===== src/rtl/oled_pkg.sv =====
// Shared OLED definitions: panel geometry, RGB565 palette, peak-hold FSM states
// and the thermometer-word level decoder.
package oled_pkg;

    localparam int WIDTH      = 96;
    localparam int HEIGHT     = 64;
    localparam int NUM_PIXELS = WIDTH * HEIGHT;

    localparam logic [15:0] BLACK  = 16'h0000;
    localparam logic [15:0] WHITE  = 16'hFFFF;
    localparam logic [15:0] RED    = 16'hF800;
    localparam logic [15:0] GREEN  = 16'h07E0;
    localparam logic [15:0] YELLOW = 16'hFFE0;
    localparam logic [15:0] BLUE   = 16'h001F;

    typedef enum logic [1:0] {
        IDLE  = 2'd0,
        HOLD  = 2'd1,
        DECAY = 2'd2
    } peak_state_t;

    // Level = index of the highest set bit plus one; an all-zero word is level 0.
    function automatic logic [4:0] thermo_level(input logic [15:0] word);
        logic [4:0] lvl;
        lvl = 5'd0;
        for (int i = 0; i < 16; i++) begin
            if (word[i]) begin
                lvl = 5'(i + 1);
            end else begin
                lvl = lvl;
            end
        end
        return lvl;
    endfunction

endpackage


===== src/rtl/level_peak_tracker.sv =====
// Latches the displayed volume level once per frame and runs the peak-hold /
// peak-decay marker state machine. Everything advances only on frame_start.
module level_peak_tracker
    import oled_pkg::*;
#(
    parameter int HOLD_FRAMES  = 30,
    parameter int DECAY_FRAMES = 4
) (
    input  logic        clock,
    input  logic        reset,
    input  logic        frame_start,
    input  logic [15:0] led_light,
    output logic [4:0]  disp_level,
    output logic [4:0]  peak
);

    localparam int HOLD_W  = $clog2(HOLD_FRAMES + 1);
    localparam int DECAY_W = $clog2(DECAY_FRAMES + 1);
    localparam logic [HOLD_W-1:0]  HOLD_RELOAD  = HOLD_W'(HOLD_FRAMES);
    localparam logic [DECAY_W-1:0] DECAY_RELOAD = DECAY_W'(DECAY_FRAMES);

    peak_state_t         state_r, state_s;
    logic [4:0]          peak_r, peak_s;
    logic [4:0]          disp_level_r;
    logic [4:0]          level_s;
    logic [HOLD_W-1:0]   hold_cnt_r, hold_cnt_s;
    logic [DECAY_W-1:0]  decay_cnt_r, decay_cnt_s;

    // Next-state logic of the peak marker; holds every register outside frame_start.
    always_comb begin
        level_s     = thermo_level(led_light);
        state_s     = state_r;
        peak_s      = peak_r;
        hold_cnt_s  = hold_cnt_r;
        decay_cnt_s = decay_cnt_r;
        if (frame_start) begin
            case (state_r)
                IDLE: begin
                    if (level_s != 5'd0) begin
                        peak_s     = level_s;
                        hold_cnt_s = HOLD_RELOAD;
                        state_s    = HOLD;
                    end else begin
                        peak_s = 5'd0;
                    end
                end
                HOLD: begin
                    if (level_s >= peak_r) begin
                        peak_s     = level_s;
                        hold_cnt_s = HOLD_RELOAD;
                    end else if (hold_cnt_r <= HOLD_W'(1)) begin
                        // Hold period expired: start stepping the marker down.
                        hold_cnt_s  = '0;
                        decay_cnt_s = DECAY_RELOAD;
                        state_s     = DECAY;
                    end else begin
                        hold_cnt_s = hold_cnt_r - HOLD_W'(1);
                    end
                end
                DECAY: begin
                    if (level_s >= peak_r) begin
                        peak_s     = level_s;
                        hold_cnt_s = HOLD_RELOAD;
                        state_s    = HOLD;
                    end else if (decay_cnt_r <= DECAY_W'(1)) begin
                        decay_cnt_s = DECAY_RELOAD;
                        // peak_r > level_s here, so peak_r - 1 cannot underflow.
                        if ((peak_r - 5'd1) <= level_s) begin
                            peak_s = level_s;
                            if (level_s != 5'd0) begin
                                hold_cnt_s = HOLD_RELOAD;
                                state_s    = HOLD;
                            end else begin
                                hold_cnt_s  = '0;
                                decay_cnt_s = '0;
                                state_s     = IDLE;
                            end
                        end else begin
                            peak_s = peak_r - 5'd1;
                        end
                    end else begin
                        decay_cnt_s = decay_cnt_r - DECAY_W'(1);
                    end
                end
                default: begin
                    state_s     = IDLE;
                    peak_s      = 5'd0;
                    hold_cnt_s  = '0;
                    decay_cnt_s = '0;
                end
            endcase
        end else begin
            state_s = state_r;
        end
    end

    // State, counters and the per-frame displayed level.
    always_ff @(posedge clock) begin
        if (reset) begin
            state_r      <= IDLE;
            peak_r       <= 5'd0;
            hold_cnt_r   <= '0;
            decay_cnt_r  <= '0;
            disp_level_r <= 5'd0;
        end else begin
            state_r     <= state_s;
            peak_r      <= peak_s;
            hold_cnt_r  <= hold_cnt_s;
            decay_cnt_r <= decay_cnt_s;
            if (frame_start) begin
                disp_level_r <= level_s;
            end else begin
                disp_level_r <= disp_level_r;
            end
        end
    end

    assign disp_level = disp_level_r;
    assign peak       = peak_r;

endmodule


===== src/rtl/volume_bar_render.sv =====
// Renders the volume level as a 16-segment vertical bar with a peak marker.
// Frame boundaries are detected from the raster index wrapping back to 0.
module volume_bar_render
    import oled_pkg::*;
#(
    parameter int BAR_X0       = 40,
    parameter int BAR_W        = 16,
    parameter int HOLD_FRAMES  = 30,
    parameter int DECAY_FRAMES = 4
) (
    input  logic        clock,
    input  logic        reset,
    input  logic [12:0] pixel_index,
    input  logic [15:0] led_light,
    output logic [15:0] pixel_data_out,
    output logic        frame_start
);

    logic [12:0] prev_index_r;
    logic        frame_start_r;
    logic [15:0] pixel_r;
    logic [4:0]  disp_level_s;
    logic [4:0]  peak_s;
    logic [6:0]  x_s;
    logic [6:0]  y_s;
    logic [4:0]  seg_s;
    logic        in_bar_s;
    logic [15:0] colour_s;

    level_peak_tracker #(
        .HOLD_FRAMES  (HOLD_FRAMES),
        .DECAY_FRAMES (DECAY_FRAMES)
    ) u_tracker (
        .clock       (clock),
        .reset       (reset),
        .frame_start (frame_start_r),
        .led_light   (led_light),
        .disp_level  (disp_level_s),
        .peak        (peak_s)
    );

    // Raster position, bar hit test and segment colour for the current index.
    always_comb begin
        x_s      = 7'(pixel_index % 13'(WIDTH));
        y_s      = 7'(pixel_index / 13'(WIDTH));
        // Segment k spans rows 61-3k..63-3k, i.e. k = (63 - y) / 3 for rows 13..60.
        seg_s    = 5'((7'd63 - y_s) / 7'd3);
        in_bar_s = (pixel_index < 13'(NUM_PIXELS)) &&
                   (x_s >= 7'(BAR_X0)) && (x_s < 7'(BAR_X0 + BAR_W)) &&
                   (y_s >= 7'd13) && (y_s <= 7'd60);
        colour_s = BLACK;
        if (!in_bar_s) begin
            colour_s = BLACK;
        end else if (seg_s <= disp_level_s) begin
            if (seg_s <= 5'd6) begin
                colour_s = GREEN;
            end else if (seg_s <= 5'd11) begin
                colour_s = YELLOW;
            end else begin
                colour_s = RED;
            end
        end else if ((seg_s == peak_s) && (peak_s > disp_level_s)) begin
            colour_s = WHITE;
        end else begin
            colour_s = BLACK;
        end
    end

    // Frame detect and registered pixel output.
    always_ff @(posedge clock) begin
        if (reset) begin
            prev_index_r  <= 13'd0;
            frame_start_r <= 1'b0;
            pixel_r       <= BLACK;
        end else begin
            prev_index_r  <= pixel_index;
            frame_start_r <= (pixel_index == 13'd0) && (prev_index_r != 13'd0);
            pixel_r       <= colour_s;
        end
    end

    assign pixel_data_out = pixel_r;
    assign frame_start    = frame_start_r;

endmodule


===== config.mk =====
export PLATFORM = sky130hd
export DESIGN_NAME = volume_bar_render
export DESIGN_NICKNAME = d
export VERILOG_FILES = /design/src/rtl/oled_pkg.sv /design/src/rtl/level_peak_tracker.sv /design/src/rtl/volume_bar_render.sv
export SDC_FILE = /design/constraint.sdc
export NUM_CORES = 1
export LEC_CHECK = 0
export ABC_AREA = 1
export CORE_UTILIZATION = 30
export DETAILED_ROUTE_END_ITERATION = 6
export SYNTH_ARGS = -nofsm -noshare
export SYNTH_HDL_FRONTEND = slang
export SYNTH_SLANG_ARGS = --single-unit

===== constraint.sdc =====
create_clock -name clock -period 4.3 [get_ports clock]
set_clock_uncertainty 0.15 [all_clocks]
set_input_delay 0.43 -clock clock [delete_from_list [all_inputs] [get_ports clock]]
set_output_delay 0.43 -clock clock [all_outputs]
set_load 0.03 [all_outputs]

; ---- Word-level counts from Yosys, hierarchy flattened
; Cells that the tools add are included.
[totals]
reg_bits = 50
out_inout_bits = 17
word_cells = 104
[classes]
magnitude_cmp = 13
bitwise_logic = 2
n_div = 3
n_addsub = 4
reduce_logical = 15
mux = 49
eq_ne = 10
[op_table]
columns = operator, count
row1 = 5-bit two-way mux, 13
row2 = 16-bit two-way mux, 3
row3 = 4-bit two-way mux, 8
row4 = 3-bit two-way mux, 10
row5 = 5-bit one-hot mux with 3 select lines, 2
row6 = 2-bit two-way mux, 8
row7 = "13-bit by 7-bit divider with 13-bit output, second input constant", 1
row8 = 13-bit zero test, 1
row9 = "13-bit < comparator, second input constant", 1
row10 = "13-bit by 7-bit remainder unit with 13-bit output, second input constant", 1
row11 = 13-bit nonzero test, 1
row12 = 11-bit two-way mux, 1
row13 = 5-bit <= comparator, 2
row14 = "5-bit by 1-bit subtractor with 5-bit output, second input constant", 2
row15 = 3-bit one-hot mux with 3 select lines, 1
row16 = "7-bit by 2-bit divider with 7-bit output, second input constant", 1
row17 = "7-bit by 4-bit >= comparator with 1-bit output, second input constant", 1
row18 = "7-bit by 6-bit >= comparator with 1-bit output, second input constant", 1
row19 = "7-bit by 6-bit <= comparator with 1-bit output, second input constant", 1
row20 = "7-bit by 6-bit < comparator with 1-bit output, second input constant", 1
row21 = "6-bit by 7-bit subtractor with 7-bit output, first input constant", 1
row22 = 1-bit logical AND, 6
row23 = "2-bit by 1-bit inequality test with 1-bit output, second input constant", 3
row24 = "3-bit by 1-bit inequality test with 1-bit output, second input constant", 2
row25 = 21 further kinds, 24

; ---- Depth between registers and ports, before layout
; Gate-level depths: netlist of run 1.
[depth]
depth_word = 22
ltp_mapped = 40

; ---- Hierarchy
; From an unflattened synthesis of run 1, not the netlist that was laid out.
[hier_totals]
hier_cells = 532
hier_area_um2 = 3518.4
[modules_own_cells]
columns = mod, area_each_um2, n_inst, cells_per_inst
row1 = volume_bar_render, 1793.0, 1, 266
row2 = level_peak_tracker, 1725.4, 1, 266

; ---- Least setup slack after synthesis of run 1
; Ideal clock, no wire load.
[synth_timing]
path_type = input-to-reg
startpoint = input port pixel_index[12]
endpoint = register pixel_r[10], in the netlist pixel_data_out[10]
cell_stages = 37
setup_slack_ps = -84
t_required_ps = 4091
n_path_buf = 0
arrival_time_ps = 4175
setup_time_ps = 59
cell_sequence = inv_1 -> nand3_2 -> nand2_2 -> inv_1 -> ha_1 -> o21ai_0 -> or2_1 -> nand3_2 -> or2_4 -> nand2_4 -> nand2_2 -> nand2_2 -> nand2_2 -> nand2_4 -> nor2_8 -> inv_4 -> nand2_4 -> nand2_1 -> inv_1 -> ha_1 -> inv_1 -> nand4_1 -> o21ai_2 -> nand2_2 -> inv_1 -> ha_1 -> nor2_1 -> o21a_1 -> o21bai_1 -> a22oi_1 -> o211a_1 -> nand4_1 -> nor2_1 -> nand4_1 -> nor2_1 -> nand4_2 -> nand2_1
[synth_via]
elab_chain_len = 8
word_cells_on_any_way = 24
cone_classes = add/sub: 1 / div: 3 / order compare: 8 / eq/ne: 1 / mux: 4 / bitwise: 1 / reduce/logical: 6
[synth_lines]
columns = item, line
row1 = from (decl), volume_bar_render.sv:13  ; input logic [12:0] pixel_index,
row2 = branches (longest 8 deep; another with 13-bit by 7-bit divider with 13-bit output), n/a
row3 = to (signal assigned), volume_bar_render.sv:78  ; pixel_r <= colour_s;
row4 = to (decl), volume_bar_render.sv:21  ; logic [15:0] pixel_r;
; Parallel ways; which one is timed is not known.
; A chain may end at the register's enable or synchronous reset.

; ---- Worst setup path in the final report of run 1
[layout_timing]
startpoint = input port pixel_index[11]
endpoint = register pixel_r[10], in the netlist pixel_data_out[10]
; The elaborated chain is that of the path after synthesis.

==> results of run 1 <==
-- power by group through the flow --
stage	Sequential [mW]	Clock (mW)	Combinational, mW
3_5_place_dp	0.359	0	0.462
3_3_place_gp	0.359	0	0.447
6_report	0.351	0.313	0.561
5_1_grt	0.352	0.339	0.620
2_1_floorplan	0.359	0	0.285
4_1_cts	0.351	0.326	0.483
-- cells in the mapped netlist (all sizes together) --
cell    instances
o211ai          3
a21boi          1
a32oi           1
o21bai          2
a22oi           1
xnor2           2
a41oi           1
ha             35
clkbuf          4
dfxtp          37
o221ai          2
nor3            2
o221a           1
nor2           50
o21a            1
buf            13
nand2         110
or2             2
nand3b          1
xor2            7
o22ai           5
nor4            8
nand3          21
a211oi          1
o21ai          34
o211a           1
a21oi          39
nand4          12
inv            88
-- layer usage --
| layer | wire, um | global-route usage | up-vias |
|---|---|---|---|
| li1 | - | - | 1751 |
| met2 | 4410 | 0.281 | 51 |
| met3 | 332 | 0.0198 | 8 |
| met1 | 3690 | 0.176 | 1553 |
| met4 | 99 | 0.0486 | 0 |
| met5 | 0 | 0 | - |
-- logic make-up (layout without fill, tap and decap cells) --
group,after synthesis,count (layout),synth area share
flip-flops,37,37,0.229
adder cells (fa/ha/maj),35,35,0.135
AO/OA/AOI/OAI,93,93,0.164
AND/OR/NAND/NOR,206,206,0.309
XOR/XNOR,9,9,0.0244
buffers and inverters,105,200,0.138
-- path summary, 6_finish.rpt --
check	end	cells after the start	from	slack, ns
max	pixel_data_out[10]	38	pixel_index[11]	0.20
min	u_tracker.decay_cnt_r[1]	2	u_tracker.decay_cnt_r[1]	0.32
max reg2reg	u_tracker.peak[3]	17	u_tracker.peak[1]	1.14
min reg2reg	u_tracker.decay_cnt_r[1]	2	u_tracker.decay_cnt_r[1]	0.32
-- critical path: cells and delay by family --
| kind | cells | cell delay [ns] |
|---|---|---|
| fa+ha+maj | 3 | 0.61 |
| simple gates | 22 | 2.03 |
| buf+inv | 7 | 0.37 |
| compound gates | 6 | 0.74 |
-- state kept, by name, indices dropped and copies added (netlist names) --
register,flops
u_tracker.decay_cnt_r,3
u_tracker.disp_level,5
pixel_data_out,3
prev_index_r,13
u_tracker.state_r,2
u_tracker.peak,5
frame_start,1
u_tracker.hold_cnt_r,5
-- metrics by stage --
| stage | std cells | util |
|---|---|---|
| floorplan | 485 | - |
| global placement | 696 | 0.396 |
| detailed placement | 696 | 0.396 |
| CTS | 707 | 0.411 |
| global route | 716 | 0.434 |
| finish | 716 | 0.434 |
-- final cells by class --
class / instances / area (um^2)
fill: 1110 / 5870
multi-input combinational: 343 / 2200
timing repair buffer: 104 / 922
sequential: 37 / 741
inverter: 88 / 348
tap: 136 / 170
clock buffer: 5 / 68.8
clock inverter: 3 / 46.3
-- what timing repair did --
item / 4_1_cts / 5_1_grt
cloned: 0 / 0
resized for setup: 18 / 45
pin swaps: 15 / 32
endpoints found under the setup margin: 3 / 3
buffers inserted: 3 / 9
==> flow_metrics.env, run 1 <==
export IMPL_coreArea_um2=10400
export IMPL_viasPerCell=4.70
export IMPL_syn_inst=485
export IMPL_pwr_density_cell_nw_per_um2=272
export IMPL_ys_seq_elements=37
export IMPL_slew_headroom=0.612
export IMPL_initial_core_util=0.312
export IMPL_arrival_ns=4.19
export IMPL_drc=0
export IMPL_slew_violations=0
export IMPL_nets=645
export IMPL_boundaryPins=48
export IMPL_cts_sinks=37
export IMPL_gr_total_overflow=0
export IMPL_syn_num_nets=551
export IMPL_final_cell_area_um2=4500
export IMPL_path_class="in -> reg"
export IMPL_grt_setup_unrepaired="true"
export IMPL_syn_area_um2=3230
export IMPL_grt_max_degree=28
export IMPL_clockPowerShare=0.255
export IMPL_slowest_stage="or2_4"
export IMPL_p_int_uw=792
export IMPL_max_freq_mhz=244
export IMPL_cts_buffers=5
export IMPL_setup_tns_ns=0
export IMPL_crit_required_ns=4.39
export IMPL_grt_pass1_wl_mm=13.8
export IMPL_holdBufCountCts=0
export IMPL_ys_seq_area_frac=0.229
export IMPL_worstMarginPinSlew_ns=0.578
export IMPL_drt_pass1_iter_count=5
export IMPL_die_area_um2=11200
export IMPL_final_common_cell="nand2_1"
export IMPL_wirelength_mm=8.53
export IMPL_place_congestion=0.839
export IMPL_cp_end_kind="flip-flop"
export IMPL_drv_cap=0
export IMPL_synth_cell_types=44
export IMPL_worst_path_most_repeated_cell="nand2_4"
export IMPL_clk_latency_ns=0.29
export IMPL_cp_start_kind="input port"
export IMPL_dpl_cell_area_um2=4100
export IMPL_vdd_drop_max_uv=121
export IMPL_switchingPower_uw=433
export IMPL_wl_per_cell_um=11.9
export IMPL_cts_root_buf="clkbuf_8"
export IMPL_syn_avg_cell_area_um2=6.67
export IMPL_antenna_left=0
export IMPL_vias=3363
export IMPL_setup_viol=0
export IMPL_status="finished clean"
export IMPL_drtIter0Drc=137
export IMPL_fin_crit_ns=4.10
export IMPL_areaGrowthSynthToFinish_pct=39.2
export IMPL_grt_util_all_layers=0.151
export IMPL_slowest_delay_ns=0.26
export IMPL_postLayoutSetupSlackWorst_ns=0.197
export IMPL_layout_common_cells="nand2_1 (87), inv_1 (74), buf_4 (55), nor2_1 (45), clkdlybuf4s50_1 (43)"
export IMPL_cts_tree="done"
export IMPL_pwr_share_seq=0.287
export IMPL_grt_pass1_vias=3186
export IMPL_yosys_top_cells_area="dfxtp_1 (23%), ha_1 (14%), nand2_1 (11%)"
export IMPL_combPwrFrac=0.458
export IMPL_dp_slack_ns=-0.735
export IMPL_path_clk_slew_ns=0.08
export IMPL_hold_path_class="reg -> reg"
export IMPL_path_max_fanout=4
export IMPL_leakage_nw=2.08
export IMPL_power_mw=1.22
export IMPL_hold_ws_ns=0.316
export IMPL_layout_drive_gt1_share=0.226
export IMPL_num_rows=37
export IMPL_min_period_over_period=0.954
export IMPL_dpl_hpwl_mm=6.69
export IMPL_hold_violations=0
export IMPL_htreeDepth=2
export IMPL_die_y_um=106
export IMPL_diodes=0
export IMPL_p_sw_frac=0.353
export IMPL_antenna_found_initial=0
export IMPL_port_buffers=47
export IMPL_clock_path_buffers=2
export IMPL_die_x_um=106
export IMPL_synth_top_cell_by_area="dfxtp_1"
export IMPL_ys_warn_count=0
export IMPL_synth_top_cell_area_share=0.229
Power figures use the tool's default switching activity.
==> inputs of run 2 (changes only) <==
Settings changed: SLEW_MARGIN set to 10.
==> results of run 2 <==
No change in the layout: final DEF, timing and power equal those of run 1.
==> inputs of run 3 (changes only) <==
--- a/config.mk
+++ b/config.mk
@@ -8,2 +8,3 @@
 export ABC_AREA = 1
+export CORE_MARGIN = 1
 export CORE_UTILIZATION = 30
--- a/constraint.sdc
+++ b/constraint.sdc
@@ -4,2 +4,2 @@
 set_output_delay 0.43 -clock clock [all_outputs]
-set_load 0.03 [all_outputs]
+set_load 0.02 [all_outputs]
==> results of run 3 <==
The final DEF is identical to that of run 1. Status: finished clean.
